**config.mk**
```make
export PLATFORM = sky130hd
export DESIGN_NAME = regfile_dump
export DESIGN_NICKNAME = d
export VERILOG_FILES = /design/src/rtl/cpu_pkg.sv /design/src/rtl/regfile_dump.sv
export SDC_FILE = /design/constraint.sdc
export NUM_CORES = 1
export LEC_CHECK = 0
export ABC_AREA = 1
export BUFFER_PORTS_ARGS = -buffer_cell sky130_fd_sc_hd__buf_2
export CAP_MARGIN = 20
export CORE_MARGIN = 4
export CORE_UTILIZATION = 58
export DETAILED_ROUTE_END_ITERATION = 8
export PLACE_DENSITY = 0.8
export REMOVE_ABC_BUFFERS = 1
export SLEW_MARGIN = 20
export SYNTH_ARGS = -nofsm -noshare
export SYNTH_HDL_FRONTEND = slang
export SYNTH_SLANG_ARGS = --single-unit
export TNS_END_PERCENT = 100
```
**constraint.sdc**
```tcl
create_clock -name clk -period 2.4 [get_ports clk]
set_input_delay 0.6 -clock clk [delete_from_list [all_inputs] [get_ports clk]]
set_output_delay 0.6 -clock clk [all_outputs]
set_load 0.1 [all_outputs]
```
**src/rtl/cpu_pkg.sv**
```systemverilog
// Shared CPU-side constants and types used by the register-file debug
// readout engine.
package cpu_pkg;

    // Register file geometry.
    localparam int REG_COUNT  = 4;
    localparam int REG_W      = 8;
    localparam int REG_ADDR_W = 2;

    // Marker byte that opens every debug dump frame.
    localparam logic [7:0] DBG_SYNC_BYTE = 8'hA5;

    // Readout engine states.
    typedef enum logic [2:0] {
        ST_IDLE      = 3'd0,
        ST_CAPTURE   = 3'd1,
        ST_SEND_SYNC = 3'd2,
        ST_SEND_REG  = 3'd3,
        ST_SEND_SUM  = 3'd4,
        ST_DONE      = 3'd5
    } dump_state_e;

endpackage : cpu_pkg

```
**src/rtl/regfile_dump.sv**
```systemverilog
// Debug readout engine: snapshots R0..R(NUM_REGS-1) through one read port,
// then streams a frame of sync, register bytes and an 8-bit additive checksum
// over a valid/ready byte interface.
//
// All outputs come straight from flops. They are loaded from the next-state
// values, so they line up with the state the engine is in during that cycle
// and never depend combinationally on tx_ready.
module regfile_dump
    import cpu_pkg::*;
#(
    parameter int                NUM_REGS  = REG_COUNT,
    parameter int                DATA_W    = REG_W,
    parameter int                ADDR_W    = REG_ADDR_W,
    parameter logic [DATA_W-1:0] SYNC_BYTE = DBG_SYNC_BYTE
) (
    input  logic              clk,
    input  logic              rst_n,
    input  logic              start,
    output logic              busy,
    output logic              done,
    output logic [ADDR_W-1:0] rd_addr,
    input  logic [DATA_W-1:0] rd_data,
    output logic [DATA_W-1:0] tx_data,
    output logic              tx_valid,
    input  logic              tx_ready
);

    localparam logic [ADDR_W-1:0] LAST_IDX = ADDR_W'(NUM_REGS - 1);
    localparam logic [ADDR_W-1:0] IDX_ONE  = ADDR_W'(1);

    // Checksum accumulate: modulo-2^DATA_W add, carry out is dropped.
    function automatic logic [DATA_W-1:0] csum_add(
        input logic [DATA_W-1:0] acc,
        input logic [DATA_W-1:0] byte_in
    );
        return acc + byte_in;
    endfunction

    dump_state_e       state_r, state_s;
    logic [ADDR_W-1:0] idx_r,   idx_s;
    logic [DATA_W-1:0] sum_r,   sum_s;
    logic [DATA_W-1:0] snap_r [NUM_REGS];
    logic [DATA_W-1:0] snap_s [NUM_REGS];

    logic              busy_r,     busy_s;
    logic              done_r,     done_s;
    logic [ADDR_W-1:0] rd_addr_r,  rd_addr_s;
    logic [DATA_W-1:0] tx_data_r,  tx_data_s;
    logic              tx_valid_r, tx_valid_s;

    logic              accept_s;

    // A byte leaves only when the registered valid meets the downstream ready.
    always_comb begin
        accept_s = tx_valid_r && tx_ready;
    end

    // Next-state logic: capture sweep, frame sequencing and checksum update.
    always_comb begin
        state_s = state_r;
        idx_s   = idx_r;
        sum_s   = sum_r;
        snap_s  = snap_r;
        case (state_r)
            ST_IDLE: begin
                if (start) begin
                    state_s = ST_CAPTURE;
                    idx_s   = '0;
                    sum_s   = '0;
                end else begin
                    state_s = ST_IDLE;
                end
            end
            ST_CAPTURE: begin
                snap_s[idx_r] = rd_data;
                sum_s         = csum_add(sum_r, rd_data);
                if (idx_r == LAST_IDX) begin
                    state_s = ST_SEND_SYNC;
                    idx_s   = '0;
                end else begin
                    idx_s   = idx_r + IDX_ONE;
                end
            end
            ST_SEND_SYNC: begin
                if (accept_s) begin
                    state_s = ST_SEND_REG;
                    idx_s   = '0;
                end else begin
                    state_s = ST_SEND_SYNC;
                end
            end
            ST_SEND_REG: begin
                if (accept_s) begin
                    if (idx_r == LAST_IDX) begin
                        state_s = ST_SEND_SUM;
                        idx_s   = '0;
                    end else begin
                        idx_s   = idx_r + IDX_ONE;
                    end
                end else begin
                    state_s = ST_SEND_REG;
                end
            end
            ST_SEND_SUM: begin
                if (accept_s) begin
                    state_s = ST_DONE;
                end else begin
                    state_s = ST_SEND_SUM;
                end
            end
            ST_DONE: begin
                // A held start restarts directly so back-to-back frames are
                // separated only by this cycle.
                if (start) begin
                    state_s = ST_CAPTURE;
                    idx_s   = '0;
                    sum_s   = '0;
                end else begin
                    state_s = ST_IDLE;
                end
            end
            default: begin
                state_s = ST_IDLE;
                idx_s   = '0;
                sum_s   = '0;
            end
        endcase
    end

    // Output decode from the next state so the output flops match the state.
    always_comb begin
        busy_s     = (state_s != ST_IDLE);
        done_s     = (state_s == ST_DONE);
        rd_addr_s  = '0;
        tx_valid_s = 1'b0;
        tx_data_s  = '0;
        case (state_s)
            ST_CAPTURE: begin
                rd_addr_s = idx_s;
            end
            ST_SEND_SYNC: begin
                tx_valid_s = 1'b1;
                tx_data_s  = SYNC_BYTE;
            end
            ST_SEND_REG: begin
                tx_valid_s = 1'b1;
                tx_data_s  = snap_s[idx_s];
            end
            ST_SEND_SUM: begin
                tx_valid_s = 1'b1;
                tx_data_s  = sum_s;
            end
            default: begin
                rd_addr_s  = '0;
                tx_valid_s = 1'b0;
                tx_data_s  = '0;
            end
        endcase
    end

    // Engine state, shared index, snapshot array and running checksum.
    always_ff @(posedge clk or negedge rst_n) begin
        if (!rst_n) begin
            state_r <= ST_IDLE;
            idx_r   <= '0;
            sum_r   <= '0;
            for (int i = 0; i < NUM_REGS; i++) begin
                snap_r[i] <= '0;
            end
        end else begin
            state_r <= state_s;
            idx_r   <= idx_s;
            sum_r   <= sum_s;
            for (int i = 0; i < NUM_REGS; i++) begin
                snap_r[i] <= snap_s[i];
            end
        end
    end

    // Registered outputs; reset clears them at once, dropping any frame.
    always_ff @(posedge clk or negedge rst_n) begin
        if (!rst_n) begin
            busy_r     <= 1'b0;
            done_r     <= 1'b0;
            rd_addr_r  <= '0;
            tx_data_r  <= '0;
            tx_valid_r <= 1'b0;
        end else begin
            busy_r     <= busy_s;
            done_r     <= done_s;
            rd_addr_r  <= rd_addr_s;
            tx_data_r  <= tx_data_s;
            tx_valid_r <= tx_valid_s;
        end
    end

    assign busy     = busy_r;
    assign done     = done_r;
    assign rd_addr  = rd_addr_r;
    assign tx_data  = tx_data_r;
    assign tx_valid = tx_valid_r;

endmodule : regfile_dump

```
==> results of run 1 <==
routing by layer:
layer | wire length [um] | global-route usage [%]
met4 | 108 | 12.6
met3 | 652 | 5.53
met2 | 3410 | 40.1
met5 | 0 | 0
met1 | 3570 | 36.7
cells by family after synthesis:
kind of cell / share of synthesized area, %
compound gates: 7.66
xor+xnor: 0.821
fa+ha+maj: 4.92
buf+inv: 10.4
flops: 45.3
simple gates: 30.9
flip-flops by register name, indices dropped and copies added (netlist names):
name / count
rd_addr: 2
tx_data: 8
idx_r: 2
busy: 1
tx_valid: 1
snap_r: 32
done: 1
state_r: 3
sum_r: 8
power by group through the flow:
| stage | logic (mW) | clock network [mW] | registers (mW) |
|---|---|---|---|
| detailed placement | 3.17 | 0 | 1.61 |
| global route | 3.61 | 0.990 | 1.64 |
| floorplan | 1.93 | 0 | 2.01 |
| finish | 3.23 | 0.927 | 1.59 |
| CTS | 3.20 | 0.944 | 1.59 |
| global placement | 3.11 | 0 | 1.59 |
cells in the final DEF, fill, tap and decap left out, types with 2 or more instances in the layout:
cell | netlist | routed
inv_2 | 2 | 2
clkinv_1 | 3 | 3
nand3_1 | 56 | 56
buf_2 | 4 | 24
inv_1 | 70 | 70
buf_4 | 1 | 10
nor2_2 | 3 | 3
xnor2_1 | 3 | 3
clkbuf_8 | 0 | 12
o21ai_0 | 28 | 28
nand4_1 | 4 | 4
ha_1 | 11 | 11
nand2_1 | 123 | 123
o21ai_1 | 3 | 3
a21oi_1 | 8 | 8
nor2_1 | 25 | 25
dfrtp_1 | 58 | 58
o2bb2ai_1 | 3 | 3
nand2_2 | 2 | 2
nor2_4 | 4 | 4
layout make-up:
cell class	instances	share of cell area, %
flip-flops and latches	58	39.7
multi-input cells	281	38.8
inverters	75	7.69
repair buffers	35	5.88
clock buffers	13	4.62
well taps	70	2.39
clock inverters	2	0.958
synth_stat cells, types with 2 or more instances:
cell type	number	area (sq um)
a21oi_1	8	40.0
buf_2	4	20.0
buf_6	2	22.5
clkinv_1	3	11.3
dfrtp_1	58	1450
ha_1	11	138
inv_1	70	263
inv_2	2	7.51
nand2_1	123	462
nand2_2	2	12.5
nand3_1	56	280
nand4_1	4	25.0
nor2_1	25	93.8
nor2_2	3	18.8
nor2_4	4	45.0
o21ai_0	28	140
o21ai_1	3	15.0
o2bb2ai_1	3	26.3
xnor2_1	3	26.3
per-stage QoR:
| step | utilization (%) | instances |
|---|---|---|
| 5_1_grt | 69.9 | 534 |
| 3_3_place_gp | 66.0 | 519 |
| 2_1_floorplan | - | 414 |
| 3_5_place_dp | 66.0 | 519 |
| 6_report | 69.9 | 534 |
| 4_1_cts | 69.9 | 534 |
how the worst max path moves through the flow:
stage	start	to	slack, ns	depth (start not counted)
after floorplan	tx_valid$_DFF_PN0_	tx_data[5]$_DFF_PN0_	0.24	9
after global placement	tx_ready	tx_data[0]$_DFF_PN0_	0.37	11
after detailed placement	rd_data[0]	tx_data[2]$_DFF_PN0_	0.32	9
after CTS	idx_r[0]$_DFF_PN0_	tx_data[2]$_DFF_PN0_	0.40	10
after global routing	idx_r[0]$_DFF_PN0_	tx_data[2]$_DFF_PN0_	0.19	10
final	idx_r[0]$_DFF_PN0_	tx_data[2]$_DFF_PN0_	0.39	10
==> run_results.csv, run 1 <==
group,metric,value,unit
run_status,status,"finished, final reports clean",
layout,multi_input_area,0.00142,sq mm
yosys,synth-main-ff-cell,"dfrtp_1",
power_and_ir_drop,leakagePower,1.99,nW
detailed_routing,drc,0,
cts,hold_buffers,0,
power_and_ir_drop,p_per_area,1570,mW/mm^2
critical_path,r2r_start,"idx_r[0]$_DFF_PN0_",
sta,setup_viol,0,
detailed_routing,drt_iter0_markers,217,
yosys,ys_async_sr_fraction,100,%
yosys,synth.avg_cell_area,7.61,sq um
global_route,grt_max_degree,34,
global_route,overflow,0,
cts,htree_num_levels,3,
cts,clock-sinks,58,
placed_design,dp_worst_setup_slack,0.325,ns
sta,fin_crit_sh,83.7,%
critical_path,path_buf_inv,0,
global_route,grt_pass1_vias,2739,
global_route,grt_pass1_wl,13200,um
critical_path,cp_top_family,"simple AND/OR/NAND/NOR gates",
critical_path,crit_type,"reg2reg",
cts,root_buffer,"clkbuf_8",
sta,finClkSkew,0.00550,ns
critical_path,worstPathMaxFanout,17,
layout,diodes,0,
placed_design,gp_congestion,0.989,
critical_path,critPathMaxStageDelay,0.45,ns
cts,clock_path_buffers,2,
sta,slew_viol_final,0,
yosys,ys_seq_elements,58,
power_and_ir_drop,swShare,48.9,%
sta,fin_tns_setup,0,ns
floorplan,die_h,82.3,um
floorplan,start_util,61.1,%
critical_path,r2r-end,"tx_data[2]$_DFF_PN0_",
layout,design_area,0.00366,sq mm
sta,hold_slack,0.256,ns
power_and_ir_drop,total_power,5.75,mW
critical_path,critPathCaptureType,"register",
sta,setup_ws,0.392,ns
power_and_ir_drop,internal-power,2.94,mW
sta,min_period,2.01,ns
power_and_ir_drop,seqPwrFrac,27.7,%
placed_design,dp_hpwl,5480,um
power_and_ir_drop,clockPowerShare,16.1,%
detailed_routing,ant_nets,0,
sta,worst_pin_slew,0.581,ns
critical_path,start_kind,"register",
detailed_routing,wire_per_inst,14.5,um
layout,layout.nets,484,
flow_run,max-cap-violations,0,
cts,cts_tree,"done",
power_and_ir_drop,combPwrFrac,56.2,%
sta,rsz0062_at_grt,"false",
layout,drive_gt1_share,13.6,%
critical_path,critPathRequiredTime,2.63,ns
layout,n_fill_cell,417,
global_route,track_usage,26.6,%
cts,clk_pin_slew,0.06,ns
detailed_routing,routed_wl,7740,um
worst_hold_path,hold_class,"in2async",
yosys,yosysSeqAreaShare,45.3,%
sta,fmax,0.498,GHz
yosys,synth_cells,421,
placed_design,io_buffers,24,
yosys,syn_area,0.00320,sq mm
critical_path,r2r_slack,0.39,ns
floorplan,dieArea,0.00677,sq mm
critical_path,arrival,2.23,ns
floorplan,rows,26,
critical_path,path_cells,"ha_1 -> nor2_1 -> nand3_1 -> nand2_1 -> nor2_4 -> nand2_4 -> nand2_1 -> nand3_1 -> nand3_1 -> nand2_1",
cts,numCtsBuffers,9,
global_route,antenna_found_initial,0,
floorplan,coreArea,0.00524,sq mm
yosys,synth.distinct_cells,28,
cts,ctsResizeCount,0,
floorplan,die_w,82.3,um
cts,insertion_delay,0.34,ns
detailed_routing,via_count,2875,
layout,area.sequential,0.00145,sq mm
placed_design,dpl_cell_area,0.00345,sq mm
power_and_ir_drop,switchingPower,2.82,mW
cts,cts_setup_buffers,0,
sta,slew_headroom,61.3,%
power_and_ir_drop,worst_ir_drop_vdd,0.00106,V
detailed_routing,drt_pass1_iterations,5,
critical_path,crit_path_top_delay_cell,"dfrtp_1",
layout,area_growth,14.3,%
sta,finalHoldViolations,0,
yosys,ys.warnings.count,0,
detailed_routing,vias_per_cell,5.38,
floorplan,boundaryPins,25,
yosys,synth_edf_count,0,
critical_path,r2r_cells,10,
(Power assumes the default switching activity.)
==> inputs of run 2 (changes only) <==
--- a/config.mk
+++ b/config.mk
@@ -5,13 +5,13 @@
 export SDC_FILE = /design/constraint.sdc
 export NUM_CORES = 1
 export LEC_CHECK = 0
-export ABC_AREA = 1
+export ABC_AREA = 0
 export BUFFER_PORTS_ARGS = -buffer_cell sky130_fd_sc_hd__buf_2
 export CAP_MARGIN = 20
 export CORE_MARGIN = 4
-export CORE_UTILIZATION = 58
+export CORE_UTILIZATION = 54
 export DETAILED_ROUTE_END_ITERATION = 8
-export PLACE_DENSITY = 0.8
+export PLACE_DENSITY = 0.79
 export REMOVE_ABC_BUFFERS = 1
 export SLEW_MARGIN = 20
 export SYNTH_ARGS = -nofsm -noshare
==> constraint.sdc (replaced) <==
create_clock -name clk -period 1.8 [get_ports clk]
set_input_delay 0.45 -clock clk [delete_from_list [all_inputs] [get_ports clk]]
set_output_delay 0.45 -clock clk [all_outputs]
set_load 0.1 [all_outputs]
==> run 2 against run 1 <==
The run now ends with setup timing left. Combinational power up 110%. Die area up 3.3%. Utilization up 12 points. Worst hold slack worse by 0.16 ns. Cell count down 4.7%. Clock skew up 0.0021 ns. Largest cell class is now multi-input combinational cells. Largest power group unchanged.
==> run_results.csv, run 2 <==
group,metric,value,unit
sta,slew_viol_final,0,
sta,rsz0062_at_grt,"true",
critical_path,cp-endpoint,"tx_data[0]$_DFF_PN0_",
sta,hold_slack,0.0970,ns
power_and_ir_drop,leakagePower,2.18,nW
critical_path,crit_type,"reg2reg",
layout,area_growth,47.2,%
detailed_routing,ant_nets,0,
sta,fmax,0.444,GHz
cts,clock-sinks,58,
yosys,yosys.area.top_type_share,46.9,%
critical_path,critPathRequiredTime,2.00,ns
sta,slew_headroom,61.5,%
cts,clock_path_buffers,2,
detailed_routing,drt_iter0_markers,595,
cts,clk_pin_slew,0.07,ns
sta,setup_ws,-0.453,ns
power_and_ir_drop,switchingPower,4.89,mW
cts,insertion_delay,0.35,ns
placed_design,dp_hpwl,5900,um
power_and_ir_drop,internal-power,5.62,mW
yosys,synth.distinct_cells,59,
yosys,yosysSeqAreaShare,46.9,%
critical_path,r2r_start,"idx_r[1]$_DFF_PN0_",
detailed_routing,drc,0,
critical_path,critPathMaxStageDelay,0.40,ns
global_route,grt_max_degree,59,
critical_path,cp-startpoint,"idx_r[1]$_DFF_PN0_",
yosys,synth_edf_count,0,
power_and_ir_drop,worst_ir_drop_vdd,0.00150,V
floorplan,start_util,55.8,%
placed_design,gp_congestion,0.878,
layout,diodes,0,
sta,fin_tns_setup,-3.05,ns
detailed_routing,routed_wl,11100,um
detailed_routing,vias_per_cell,6.42,
floorplan,rows,27,
layout,layout.nets,456,
yosys,synth-main-ff-cell,"dfrtp_1",
critical_path,critical_path_depth,10,
global_route,grt_pass1_vias,3079,
critical_path,r2r-end,"tx_data[0]$_DFF_PN0_",
power_and_ir_drop,total_power,10.5,mW
yosys,synth_common_cells,"77 x nand2_1, 58 x dfrtp_1, 15 x a21oi_1",
cts,htree_num_levels,3,
yosys,ys.warnings.count,0,
run_status,status,"finished, violations left",
cts,numCtsBuffers,9,
critical_path,r2r_cells,10,
sta,min_period,2.25,ns
yosys,yosysMostFrequentCell,"nand2_1",
layout,most-common-layout-cells,"76 x buf_4, 71 x nand2_1, 57 x dfrtp_1",
placed_design,dp_worst_setup_slack,-0.620,ns
sta,finalHoldViolations,0,
global_route,antenna_found_initial,0,
critical_path,cp_top_family,"compound AO/OA/AOI/OAI gates",
sta,worst_pin_slew,0.572,ns
critical_path,critPathCaptureType,"register",
critical_path,start_kind,"register",
global_route,overflow,0,
yosys,synth_cells,315,
layout,final_core_util,82.1,%
critical_path,crit_path_top_delay_cell,"dfrtp_1",
layout,n_fill_cell,295,
layout,drive_gt1_share,47.8,%
critical_path,worstPathMaxFanout,8,
cts,hold_buffers,0,
critical_path,path_buf_inv,3,
sta,setup_viol,14,
sta,fin_crit_sh,125,%
detailed_routing,drt_pass1_iterations,6,
yosys,ys_async_sr_fraction,100,%
critical_path,path_cells,"inv_2 -> ha_4 -> and3b_1 -> a32o_2 -> a21oi_4 -> inv_4 -> buf_6 -> mux2i_1 -> o211ai_1 -> nand3_1",
detailed_routing,via_count,3269,
critical_path,arrival,2.46,ns
run_status,violations,"setup timing",
power_and_ir_drop,p_per_area,2310,mW/mm^2
placed_design,io_buffers,24,
power_and_ir_drop,swShare,46.5,%
worst_hold_path,hold_class,"in2async",
flow_run,max-cap-violations,0,
sta,finClkSkew,0.00758,ns
floorplan,die_w,83.7,um
layout,mostFrequentLayoutCell,"buf_4",
power_and_ir_drop,seqPwrFrac,21.6,%
power_and_ir_drop,clockPowerShare,12.4,%
detailed_routing,wire_per_inst,21.8,um
floorplan,die_h,83.7,um
layout,top_register,"snap_r",
floorplan,boundaryPins,25,
cts,root_buffer,"clkbuf_8",
yosys,ys_seq_elements,58,
layout,largest_reg_flops,32,
floorplan,coreArea,0.00554,sq mm
yosys,synth.avg_cell_area,9.81,sq um
cts,cts_tree,"done",
yosys,synth_area_leaders,"dfrtp_1 47%, nand2_1 9.3%, ha_1 4.5%",
critical_path,r2r_slack,-0.45,ns
yosys,syn_area,0.00309,sq mm
floorplan,dieArea,0.00700,sq mm
global_route,track_usage,28.8,%
yosys,synth_area_leader_cell,"dfrtp_1",
power_and_ir_drop,combPwrFrac,66.0,%
global_route,grt_pass1_wl,15900,um
## run 2: changes by cell type in the layout (fill, tap and decap cells not counted), moves of 8 or more
cell      before  now
o21ai_0       28    8
nor2_1        25    9
nand2_1      123   71
buf_6          0   15
inv_1         70    5
nand3_1       56    6
mux2_2         0    8
o211ai_1       0    8
buf_4         10   76
## run 2: area by class of cell
type / instances / area (sq um) / share of cell area, %
Sequential cell: 58 / 1450 / 31.9
Clock buffer: 12 / 165 / 3.63
Timing Repair Buffer: 117 / 902 / 19.8
Multi-Input combinational cell: 236 / 1850 / 40.7
Tap cell: 72 / 90.1 / 1.98
Clock inverter: 4 / 48.8 / 1.07
Inverter: 10 / 40.0 / 0.880
## run 2: per-stage QoR
| step | instances | instance area [sq um] |
|---|---|---|
| after floorplan | 304 | 3020 |
| after global placement | 473 | 3800 |
| after detailed placement | 473 | 3800 |
| after CTS | 503 | 4350 |
| after global routing | 509 | 4550 |
| final | 509 | 4550 |
## run 2: routing by layer
layer / up-vias / routed length [um] / global-route usage, %
li1: 1352 / - / -
met1: 1555 / 3930 / 36.2
met2: 272 / 5290 / 47.4
met3: 90 / 1140 / 8.79
met4: 0 / 718 / 9.65
met5: - / 0 / 0
## run 2: what timing repair did
item | CTS | global route
hold endpoints to repair | 0 | 0
setup buffers | 14 | 9
pin swaps | 17 | 20
gates resized for setup | 55 | 33
setup endpoints to repair | 12 | 15
## run 2: power groups by stage
stage                     combinational [mW]  clock, mW  sequential [mW]
after CTS                               6.07       1.28             2.22
after floorplan                         2.45          0             3.02
after global placement                  5.07          0             2.17
final                                   6.93       1.31             2.26
after global routing                    7.25       1.37             2.31
after detailed placement                5.20          0             2.21
## run 2: logic make-up (layout without fill, tap and decap cells)
kind of cell / after synthesis / after routing / share of synthesized area [%]
AO/OA/AOI/OAI: 71 / 71 / 16.6
XOR/XNOR: 4 / 4 / 1.13
adder cells (fa/ha/maj): 12 / 12 / 5.10
AND/OR/NAND/NOR: 128 / 128 / 19.2
multiplexers: 21 / 21 / 7.37
buffers and inverters: 21 / 143 / 3.60
flip-flops: 58 / 58 / 46.9
## run 2: worst min path at each step
stage | start | to | slack (ns) | depth (start not counted)
2_1_floorplan | rst_n | busy$_DFF_PN0_ | 0.15 | 0
3_3_place_gp | snap_r[30]$_DFF_PN0_ | snap_r[30]$_DFF_PN0_ | 0.44 | 2
3_5_place_dp | snap_r[20]$_DFF_PN0_ | snap_r[20]$_DFF_PN0_ | 0.45 | 2
4_1_cts | rst_n | state_r[1]$_DFF_PN0_ | 0.11 | 2
5_1_grt | rst_n | state_r[1]$_DFF_PN0_ | 0.11 | 2
6_report | rst_n | state_r[1]$_DFF_PN0_ | 0.1 | 2
